[src/rtl/fetch_pkg.sv]
// Shared types for the instruction fetch controller: state encoding,
// default widths and the {pc, instr} fetch entry.
package fetch_pkg;

  localparam int ADDR_W_DEF = 8;
  localparam int DATA_W_DEF = 32;

  typedef enum logic [1:0] {
    FS_IDLE  = 2'd0,
    FS_RUN   = 2'd1,
    FS_PAUSE = 2'd2,
    FS_ERR   = 2'd3
  } fetch_state_e;

  typedef struct packed {
    logic [ADDR_W_DEF-1:0] pc;
    logic [DATA_W_DEF-1:0] instr;
  } fetch_entry_t;

endpackage

[src/rtl/fetch_controller_if.sv]
// Instruction-memory port plus the valid/ready output stream of the fetch unit.
interface fetch_controller_if
  import fetch_pkg::*;
#(
  parameter int ADDR_W = ADDR_W_DEF,
  parameter int DATA_W = DATA_W_DEF
);
  logic [ADDR_W-1:0] imem_addr;
  logic [DATA_W-1:0] imem_instr;
  logic              out_valid;
  logic              out_ready;
  logic [DATA_W-1:0] out_instr;
  logic [ADDR_W-1:0] out_pc;

  modport master (
    output imem_addr, out_valid, out_instr, out_pc,
    input  imem_instr, out_ready
  );

  modport slave (
    input  imem_addr, out_valid, out_instr, out_pc,
    output imem_instr, out_ready
  );
endinterface

[src/rtl/fetch_skid_buf.sv]
// One-entry skid register: parks a fetched entry whose memory data would
// otherwise be overwritten while the consumer stalls.
module fetch_skid_buf
  import fetch_pkg::*;
#(
  parameter type T = fetch_entry_t
)(
  input  logic clk,
  input  logic rst_n,
  input  logic flush,
  input  logic in_valid,
  input  T     in_data,
  output logic in_ready,
  output logic out_valid,
  output T     out_data,
  input  logic out_ready
);

  logic v;
  T     d;

  always_ff @(posedge clk or negedge rst_n) begin
    if (!rst_n) begin
      v <= 1'b0;
      d <= '0;
    end else if (flush) begin
      v <= 1'b0;
    end else if (in_valid && !v) begin
      v <= 1'b1;
      d <= in_data;
    end else if (v && out_ready) begin
      v <= 1'b0;
    end
  end

  assign in_ready  = !v;
  assign out_valid = v;
  assign out_data  = d;

endmodule

[src/rtl/fetch_controller.sv]
// Sequential instruction fetch with redirect, enable/drain control and a
// one-entry skid so a stalled consumer never loses the memory's read data.
module fetch_controller
  import fetch_pkg::*;
#(
  parameter int ADDR_W    = ADDR_W_DEF,
  parameter int DATA_W    = DATA_W_DEF,
  parameter int LAST_ADDR = 4
)(
  input  logic              clk,
  input  logic              rst_n,
  input  logic              enable,
  input  logic              redirect_valid,
  input  logic [ADDR_W-1:0] redirect_addr,
  output logic              addr_err,
  fetch_controller_if.master bus
);

  localparam logic [1:0] ST_IDLE  = FS_IDLE;
  localparam logic [1:0] ST_RUN   = FS_RUN;
  localparam logic [1:0] ST_PAUSE = FS_PAUSE;
  localparam logic [1:0] ST_ERR   = FS_ERR;

  localparam logic [ADDR_W-1:0] LAST = ADDR_W'(LAST_ADDR);

  typedef struct packed {
    logic [ADDR_W-1:0] pc;
    logic [DATA_W-1:0] instr;
  } entry_t;

  logic [1:0]        state;
  logic [ADDR_W-1:0] fetch_pc;
  logic              inflight_v;
  logic [ADDR_W-1:0] inflight_pc;
  logic              redir_bad, issue, capture;
  logic              skid_v, skid_rdy;
  entry_t            skid_in, skid_q;

  assign redir_bad = redirect_valid && (redirect_addr > LAST);

  // No issue while the previous fetch is stuck: its data must reach the skid first.
  assign issue = (state == ST_RUN) && enable && !skid_v &&
                 !(inflight_v && !bus.out_ready) && !redirect_valid;

  assign capture = inflight_v && skid_rdy && !bus.out_ready;

  always_ff @(posedge clk or negedge rst_n) begin
    if (!rst_n) begin
      state <= ST_IDLE;
    end else if (redir_bad) begin
      state <= ST_ERR;
    end else if (!redirect_valid) begin
      case (state)
        ST_IDLE:  if (enable)  state <= ST_RUN;
        ST_RUN:   if (!enable) state <= ST_PAUSE;
        ST_PAUSE: if (enable)  state <= ST_RUN;
        default:               state <= state;
      endcase
    end
  end

  always_ff @(posedge clk or negedge rst_n) begin
    if (!rst_n) begin
      fetch_pc <= '0;
    end else if (redirect_valid && !redir_bad) begin
      fetch_pc <= redirect_addr;
    end else if (issue) begin
      fetch_pc <= (fetch_pc == LAST) ? '0 : fetch_pc + ADDR_W'(1);
    end
  end

  always_ff @(posedge clk or negedge rst_n) begin
    if (!rst_n) begin
      inflight_v  <= 1'b0;
      inflight_pc <= '0;
    end else begin
      inflight_v <= issue;
      if (issue) inflight_pc <= fetch_pc;
    end
  end

  always_ff @(posedge clk or negedge rst_n) begin
    if (!rst_n)         addr_err <= 1'b0;
    else if (redir_bad) addr_err <= 1'b1;
  end

  assign skid_in.pc    = inflight_pc;
  assign skid_in.instr = bus.imem_instr;

  fetch_skid_buf #(.T(entry_t)) u_skid (
    .clk       (clk),
    .rst_n     (rst_n),
    .flush     (redirect_valid),
    .in_valid  (capture),
    .in_data   (skid_in),
    .in_ready  (skid_rdy),
    .out_valid (skid_v),
    .out_data  (skid_q),
    .out_ready (bus.out_ready)
  );

  assign bus.imem_addr = fetch_pc;
  assign bus.out_valid = skid_v || inflight_v;

  always_comb begin
    bus.out_instr = '0;
    bus.out_pc    = '0;
    if (skid_v) begin
      bus.out_instr = skid_q.instr;
      bus.out_pc    = skid_q.pc;
    end else if (inflight_v) begin
      bus.out_instr = bus.imem_instr;
      bus.out_pc    = inflight_pc;
    end
  end

endmodule

[src/flat_wrapper.sv]
// flat-port wrapper written by rule: the top's interface ports become plain ports
module fetch_controller_flat import fetch_pkg::*;
#(
  parameter int ADDR_W    = ADDR_W_DEF,
  parameter int DATA_W    = DATA_W_DEF,
  parameter int LAST_ADDR = 4
)
  (clk, rst_n, enable, redirect_valid, redirect_addr, addr_err, bus_imem_addr, bus_out_valid, bus_out_instr, bus_out_pc, bus_imem_instr, bus_out_ready);
  fetch_controller_if #(.ADDR_W(ADDR_W), .DATA_W(DATA_W)) bus_i ();
  input  logic clk;
  input  logic rst_n;
  input  logic enable;
  input  logic redirect_valid;
  input  logic [ADDR_W-1:0] redirect_addr;
  output logic addr_err;
  output wire logic [$bits(bus_i.imem_addr)-1:0] bus_imem_addr;
  output wire logic [$bits(bus_i.out_valid)-1:0] bus_out_valid;
  output wire logic [$bits(bus_i.out_instr)-1:0] bus_out_instr;
  output wire logic [$bits(bus_i.out_pc)-1:0] bus_out_pc;
  input wire logic [$bits(bus_i.imem_instr)-1:0] bus_imem_instr;
  input wire logic [$bits(bus_i.out_ready)-1:0] bus_out_ready;
  assign bus_imem_addr = bus_i.imem_addr;
  assign bus_out_valid = bus_i.out_valid;
  assign bus_out_instr = bus_i.out_instr;
  assign bus_out_pc = bus_i.out_pc;
  assign bus_i.imem_instr = bus_imem_instr;
  assign bus_i.out_ready = bus_out_ready;
  fetch_controller #(.ADDR_W(ADDR_W), .DATA_W(DATA_W), .LAST_ADDR(LAST_ADDR)) u_core (.clk(clk), .rst_n(rst_n), .enable(enable), .redirect_valid(redirect_valid), .redirect_addr(redirect_addr), .addr_err(addr_err), .bus(bus_i));
endmodule
[config.mk]
export PLATFORM = sky130hd
export DESIGN_NAME = fetch_controller_flat
export DESIGN_NICKNAME = d
export VERILOG_FILES = /design/src/rtl/fetch_pkg.sv /design/src/rtl/fetch_controller_if.sv /design/src/rtl/fetch_skid_buf.sv /design/src/rtl/fetch_controller.sv /design/src/flat_wrapper.sv
export SDC_FILE = /design/constraint.sdc
export NUM_CORES = 1
export LEC_CHECK = 0
export ABC_AREA = 1
export BUFFER_PORTS_ARGS = -buffer_cell sky130_fd_sc_hd__buf_2
export CORE_ASPECT_RATIO = 1.2
export CORE_UTILIZATION = 45
export CTS_BUF_LIST = sky130_fd_sc_hd__clkbuf_16
export CTS_CLUSTER_DIAMETER = 80
export DETAILED_ROUTE_END_ITERATION = 12
export PLACE_DENSITY = 0.8
export REMOVE_ABC_BUFFERS = 1
export SETUP_SLACK_MARGIN = 0.15
export SYNTH_ARGS = -nofsm -noshare
export SYNTH_HDL_FRONTEND = slang
export SYNTH_SLANG_ARGS = --single-unit
[constraint.sdc]
create_clock -name clk -period 1.35 [get_ports clk]
set_input_delay 0 -clock clk [delete_from_list [all_inputs] [get_ports clk]]
set_output_delay 0 -clock clk [all_outputs]
set_load 0.03 [all_outputs]
=== Yosys cells after proc, flatten, opt, wreduce, memory -nomap -nowiden ===
Index checks and enable logic that the tools add are counted.

* Add/sub/neg operators: 1
* $lt $le $gt $ge: 1
* Equality and inequality tests: 6
* Muxes and demuxes: 15
* Bitwise logic cells: 1
* Reduce and logical (&&, ||, !) cells: 24

{| class="wikitable"
|+ Operators by type and width
! cell !! number
|-
| $mux 32 || 2
|-
| $mux 8 || 5
|-
| $logic_and 1x1->1 || 11
|-
| $add 8x1->8 const B || 1
|-
| $eq 8x3->1 const B || 1
|-
| $gt 8x3->1 const B || 1
|-
| $mux 2 || 4
|-
| $reduce_bool 3->1 || 2
|-
| $logic_not 1->1 || 5
|-
| $pmux 2 s2 || 1
|-
| $reduce_and 4->1 || 1
|-
| $mux 1 || 3
|-
| $ne 3x1->1 const B || 1
|-
| $ne 3x2->1 const B || 1
|-
| $eq 2x1->1 const B || 1
|-
| $eq 2x2->1 const B || 1
|-
| $logic_not 2->1 || 1
|-
| $ne 2x1->1 const B || 1
|-
| $reduce_and 2->1 || 1
|-
| $reduce_bool 2->1 || 1
|-
| $reduce_or 2->1 || 1
|-
| $logic_or 1x1->1 || 1
|-
| $not 1->1 || 1
|}

* Bits in registers: 61
* Output and inout bits: 50
* Word-level logic and storage cells: 56

=== Longest topological paths before layout ===
* Depth in word-level cells: 7
* Mapped depth: 8

=== By module ===
Synthesis repeated with hierarchy kept, for this count alone.

* Cell total of the unflattened synthesis: 451
* Area, all modules: 3379.5 sq um

{| class="wikitable"
|+ Modules (own cells, without submodules)
! module !! times used !! cells an instance !! area an instance (sq um) !! sequential area each (sq um)
|-
| fetch_controller || 1 || 271 || 1730.4 || 500.5
|-
| fetch_skid_buf || 1 || 180 || 1649.1 || 1026.0
|}

=== Least setup slack after synthesis ===
OpenSTA, ideal clock, no wires.

* Path kind: register to output
* From: register u_core.u_skid.v, in the netlist u_core.u_skid.out_valid
* To: output bus_out_instr[0]
* Arrival time: 1527 ps
* Path slack: -177 ps
* Stages on the path, launching flop included: 6
* Path buffers: 2
* Path through: dfrtp_1 > buf_6 > nor2_2 > inv_1 > clkbuf_1 > o21ai_0

* Cells in the longest elaborated chain, start to end: 1

{| class="wikitable"
|+ RTL lines
! element !! RTL line !! source
|-
| start: declaration || fetch_skid_buf.sv:19 || <nowiki>logic v;</nowiki>
|-
| start signal: assignment || fetch_skid_buf.sv:24 || <nowiki>v <= 1'b0;</nowiki>
|-
| start signal: assignment || fetch_skid_buf.sv:27 || <nowiki>v <= 1'b0;</nowiki>
|-
| start signal: assignment || fetch_skid_buf.sv:29 || <nowiki>v <= 1'b1;</nowiki>
|-
| $mux 32 || fetch_controller.sv:108 || <nowiki>if (skid_v) begin</nowiki>
|-
| end: declaration || flat_wrapper.sv:18 || <nowiki>output wire logic [$bits(bus_i.out_instr)-1:0] bus_out_instr;</nowiki>
|}

Every way passes these cells.

=== Worst setup path after layout ===
* From: register u_core.inflight_v
* To: register u_core.u_skid.d (netlist bit u_core.u_skid.out_data[21])

* Cells in the longest elaborated chain, start to end: 4

{| class="wikitable"
|+ RTL lines
! element !! RTL line !! source
|-
| start: declaration || fetch_controller.sv:33 || <nowiki>logic inflight_v;</nowiki>
|-
| start signal: assignment || fetch_controller.sv:77 || <nowiki>inflight_v <= issue;</nowiki>
|-
| $logic_and 1x1->1 (2 in series) || fetch_controller.sv:45 || <nowiki>assign capture = inflight_v && skid_rdy && !bus.out_ready;</nowiki>
|-
| $logic_and 1x1->1 || fetch_skid_buf.sv:28 || <nowiki>end else if (in_valid && !v) begin</nowiki>
|-
| $reduce_and 2->1 (no source line) || n/a ||
|-
| end signal: assignment || fetch_skid_buf.sv:30 || <nowiki>d <= in_data;</nowiki>
|-
| end: declaration || fetch_skid_buf.sv:20 || <nowiki>T d;</nowiki>
|}

Every way passes these cells.
A chain may end at the register's enable or synchronous reset.

==> results_dict.tcl <==
set metrics [dict create \
    ys_seq_elements 61 \
    grt_max_degree 81 \
    drc_errors 0 \
    antenna_found_initial 4 \
    ys_seq_area_share_pct 49.04 \
    finalClockSkew_ns 0.01373 \
    post-route-period-util_pct 114.9 \
    h-tree-depth 3 \
    rsz0062_at_grt "yes" \
    dr_wl_met2_um 7263 \
    crit_path_start_kind "flop" \
    fillers 271 \
    switching_power_uw 3049 \
    worst_slew_pin_slew_ns 0.8961 \
    synth_cells 410 \
    min-delay-path-class "input pin to flop" \
    max_freq_mhz 644.4 \
    cts_tree "done" \
    synth.yosys.warnings 0 \
    worstPathCellList "inv_2 > nor2_4 > buf_4 > nand2_8 > buf_12 > buf_6 > o21ai_0" \
    comb_power_share_pct 32.2 \
    vias_per_cell 6.181 \
    die_y_um 93.11 \
    cts_buffers 9 \
    cts_sinks 61 \
    first_pass_iters 9 \
    ant_nets 0 \
    wl_met1_um 4966 \
    critPathSlowestCell "dfrtp_1" \
    switching_share_pct 37.83 \
    dp_slack_ns 0.008564 \
    hold_viol 0 \
    dieArea_um2 7256 \
    relSlewSlack_pct 40.04 \
    cts_root_buf "clkbuf_16" \
    crit_fanout 5 \
    maxSlewViolCount 0 \
    drtIter0Drc 466 \
    slowest_delay_ns 0.37 \
    path_clk_slew_ns 0.05 \
    p_seq_share_pct 36.9 \
    power.leakage_uw 0.002790 \
    min_period_ns 1.552 \
    clock_latency_ns 0.34 \
    numPortBuffers 94 \
    synth_cell_types 24 \
    overflow 0 \
    status "finished, violations left" \
    dp_hpwl_um 4589 \
    avgSynthCellArea_um2 7.593 \
    clk_path_buf_depth 2 \
    pin_count 95 \
    violations "negative setup slack" \
    grt_pass1_vias 3249 \
    layout.nets 622 \
    wl_met3_um 1888 \
    tns_ns -10.24 \
    syn_area_um2 3113 \
    grt_pass1_wl_um 15420 \
    arrival_ns 1.78 \
    finalWeightedCongestion 0.8614 \
    powerDensity_nw_per_um2 1432 \
    wl_per_cell_um 23.56 \
    peakVddDrop_mv 1.085 \
    dieWidth_um 77.93 \
    grt_usage_pct 27.97 \
    cap_violations 0 \
    finalSetupViolCount 95 \
    top_layer "met5" \
    totalWireLength_um 15720 \
    fin_ws_ns -0.2018 \
    crit_type "flop to flop" \
    core_area_um2 6566 \
    endpoint_kind "flop" \
    drive_above_1_share_pct 42.41 \
    clkPwrFrac_pct 30.9 \
    area_growth_pct 80.83 \
    cp.required_ns 1.57 \
    intPower_uw 5012 \
    initial_core_util_pct 47.41 \
    rows 32 \
    vias 4123 \
]
[through the flow]
stage | instances | cell area [µm²] | hold slack, ns | total power, µW | utilization (%)
global placement | 581 | 3732 | -0.06535 | 4398 | 56.84
floorplan | 388 | 3000 | -0.2956 | 3872 | -
detailed placement | 581 | 3732 | -0.06307 | 4500 | 56.84
finish | 667 | 5629 | 0.1037 | 8061 | 85.73
global route | 667 | 5629 | 0.1055 | 8355 | 85.73
CTS | 640 | 4977 | 0.005719 | 7307 | 75.80
[kinds of logic (layout without fill, tap and decap cells)]
group	Yosys count	count (layout)	share of synthesized area (%)
AOI/OAI and AO/OA	93	93	15.72
buffers and inverters	80	248	10.61
xor gates and xnor gates	2	2	0.5628
adders and majority gates	2	2	0.8037
DFF	61	61	49.04
and+or+nand+nor	172	174	23.27
other	0	2	0
[layout by cell type (no fill, tap or decap), types with 2 or more instances in the layout]
master,Yosys,routed
bufinv_16,0,2
nand3_2,0,6
buf_2,6,53
dfrtp_1,61,59
nand2_8,0,2
clkbuf_16,0,19
nand3_4,1,3
dfrtp_2,0,2
nand2_4,0,12
dlygate4sd3_1,0,36
ha_1,2,2
buf_16,0,3
nand3_1,22,15
nor2_4,0,3
nand2_1,121,101
nand2_2,4,11
buf_12,0,7
buf_6,3,44
o21ai_1,5,24
inv_1,57,57
o21ai_2,6,44
o21ai_0,81,17
clkinv_2,0,3
buf_4,0,20
o21ai_4,0,7
diode_2,0,2
inv_4,0,2
nor2_1,17,16
[metal layers]
layer,global-route usage (%),up-vias
met5,0,-
met4,13.89,4
met3,5.951,163
met2,51.18,405
met1,30.44,1913
li1,-,1638
[area by class of cell]
type,instances,area [µm²],share of cell area (%)
Antenna cell,2,5.005,0.08891
Clock buffer,9,225.2,4.001
Clock inverter,7,82.58,1.467
Inverter,58,222.7,3.956
Multi-Input combinational cell,271,1699,30.18
Sequential cell,61,1529,27.16
Tap cell,85,106.4,1.889
Timing Repair Buffer,174,1759,31.25
[path summary, 6_finish.rpt]
check	from	endpoint	slack [ns]	cells after the start
setup / recovery	u_core.inflight_v	u_core.u_skid.out_data[21]	-0.20	7
hold / removal	redirect_valid	u_core.addr_err	0.10	3
setup reg to reg	u_core.inflight_v	u_core.u_skid.out_data[21]	-0.20	7
hold reg to reg	u_core.addr_err	u_core.addr_err	0.47	2
max in group asynchronous	rst_n	u_core.bus.imem_addr[2]	0.59	3
min in group asynchronous	rst_n	u_core.u_skid.out_data[20]	0.15	2
[cell usage after synthesis]
cell / instances / area share (%)
nand2_2: 4 / 0.80
buf_6: 3 / 1.1
inv_1: 57 / 6.9
xor2_1: 1 / 0.28
xnor2_1: 1 / 0.28
nand3_4: 1 / 0.56
o21ai_1: 5 / 0.80
ha_1: 2 / 0.80
and2_1: 1 / 0.20
inv_2: 1 / 0.12
a31oi_1: 1 / 0.20
nor2_2: 2 / 0.40
clkbuf_1: 13 / 1.6
nor3_4: 1 / 0.52
o21ai_0: 81 / 13
dfrtp_1: 61 / 49
nand3_1: 22 / 3.5
nor3b_1: 1 / 0.24
nand4_1: 1 / 0.20
nor2_1: 17 / 2.0
nor3_1: 1 / 0.16
nand2_1: 121 / 15
buf_2: 6 / 0.96
o21ai_2: 6 / 1.7
[worst max-delay path, delay by kind of cell (launching register included)]
family / cells / cell delay (ns)
buf+inv: 4 / 0.58
flops: 1 / 0.37
simple gates: 2 / 0.25
compound gates: 1 / 0.23
[power by group through the flow]
stage	Combinational (µW)	Clock (µW)	Sequential, µW
floorplan	964	0	2910
global placement	1630	0	2770
detailed placement	1700	0	2800
CTS	2100	2370	2830
global route	2780	2580	3000
finish	2590	2490	2970
[timing repair]
| item | in CTS | in global routing |
|---|---|---|
| pin swaps | 20 | 5 |
| endpoints found under the hold margin | 95 | 1 |
| buffers inserted | 5 | 6 |
| gates cloned | 3 | 18 |
| setup endpoints to repair | 54 | 100 |
| hold buffers | 35 | 1 |
| gates resized for setup | 200 | 63 |
[sequential cells by signal, summed over array words and instances (netlist names)]
register / cells
u_core.inflight_pc: 8
u_core.bus.imem_addr: 8
u_core.addr_err: 1
u_core.u_skid.out_data: 40
u_core.u_skid.out_valid: 1
u_core.state: 2
u_core.inflight_v: 1
Note: power is estimated with default switching activity, not from simulation.
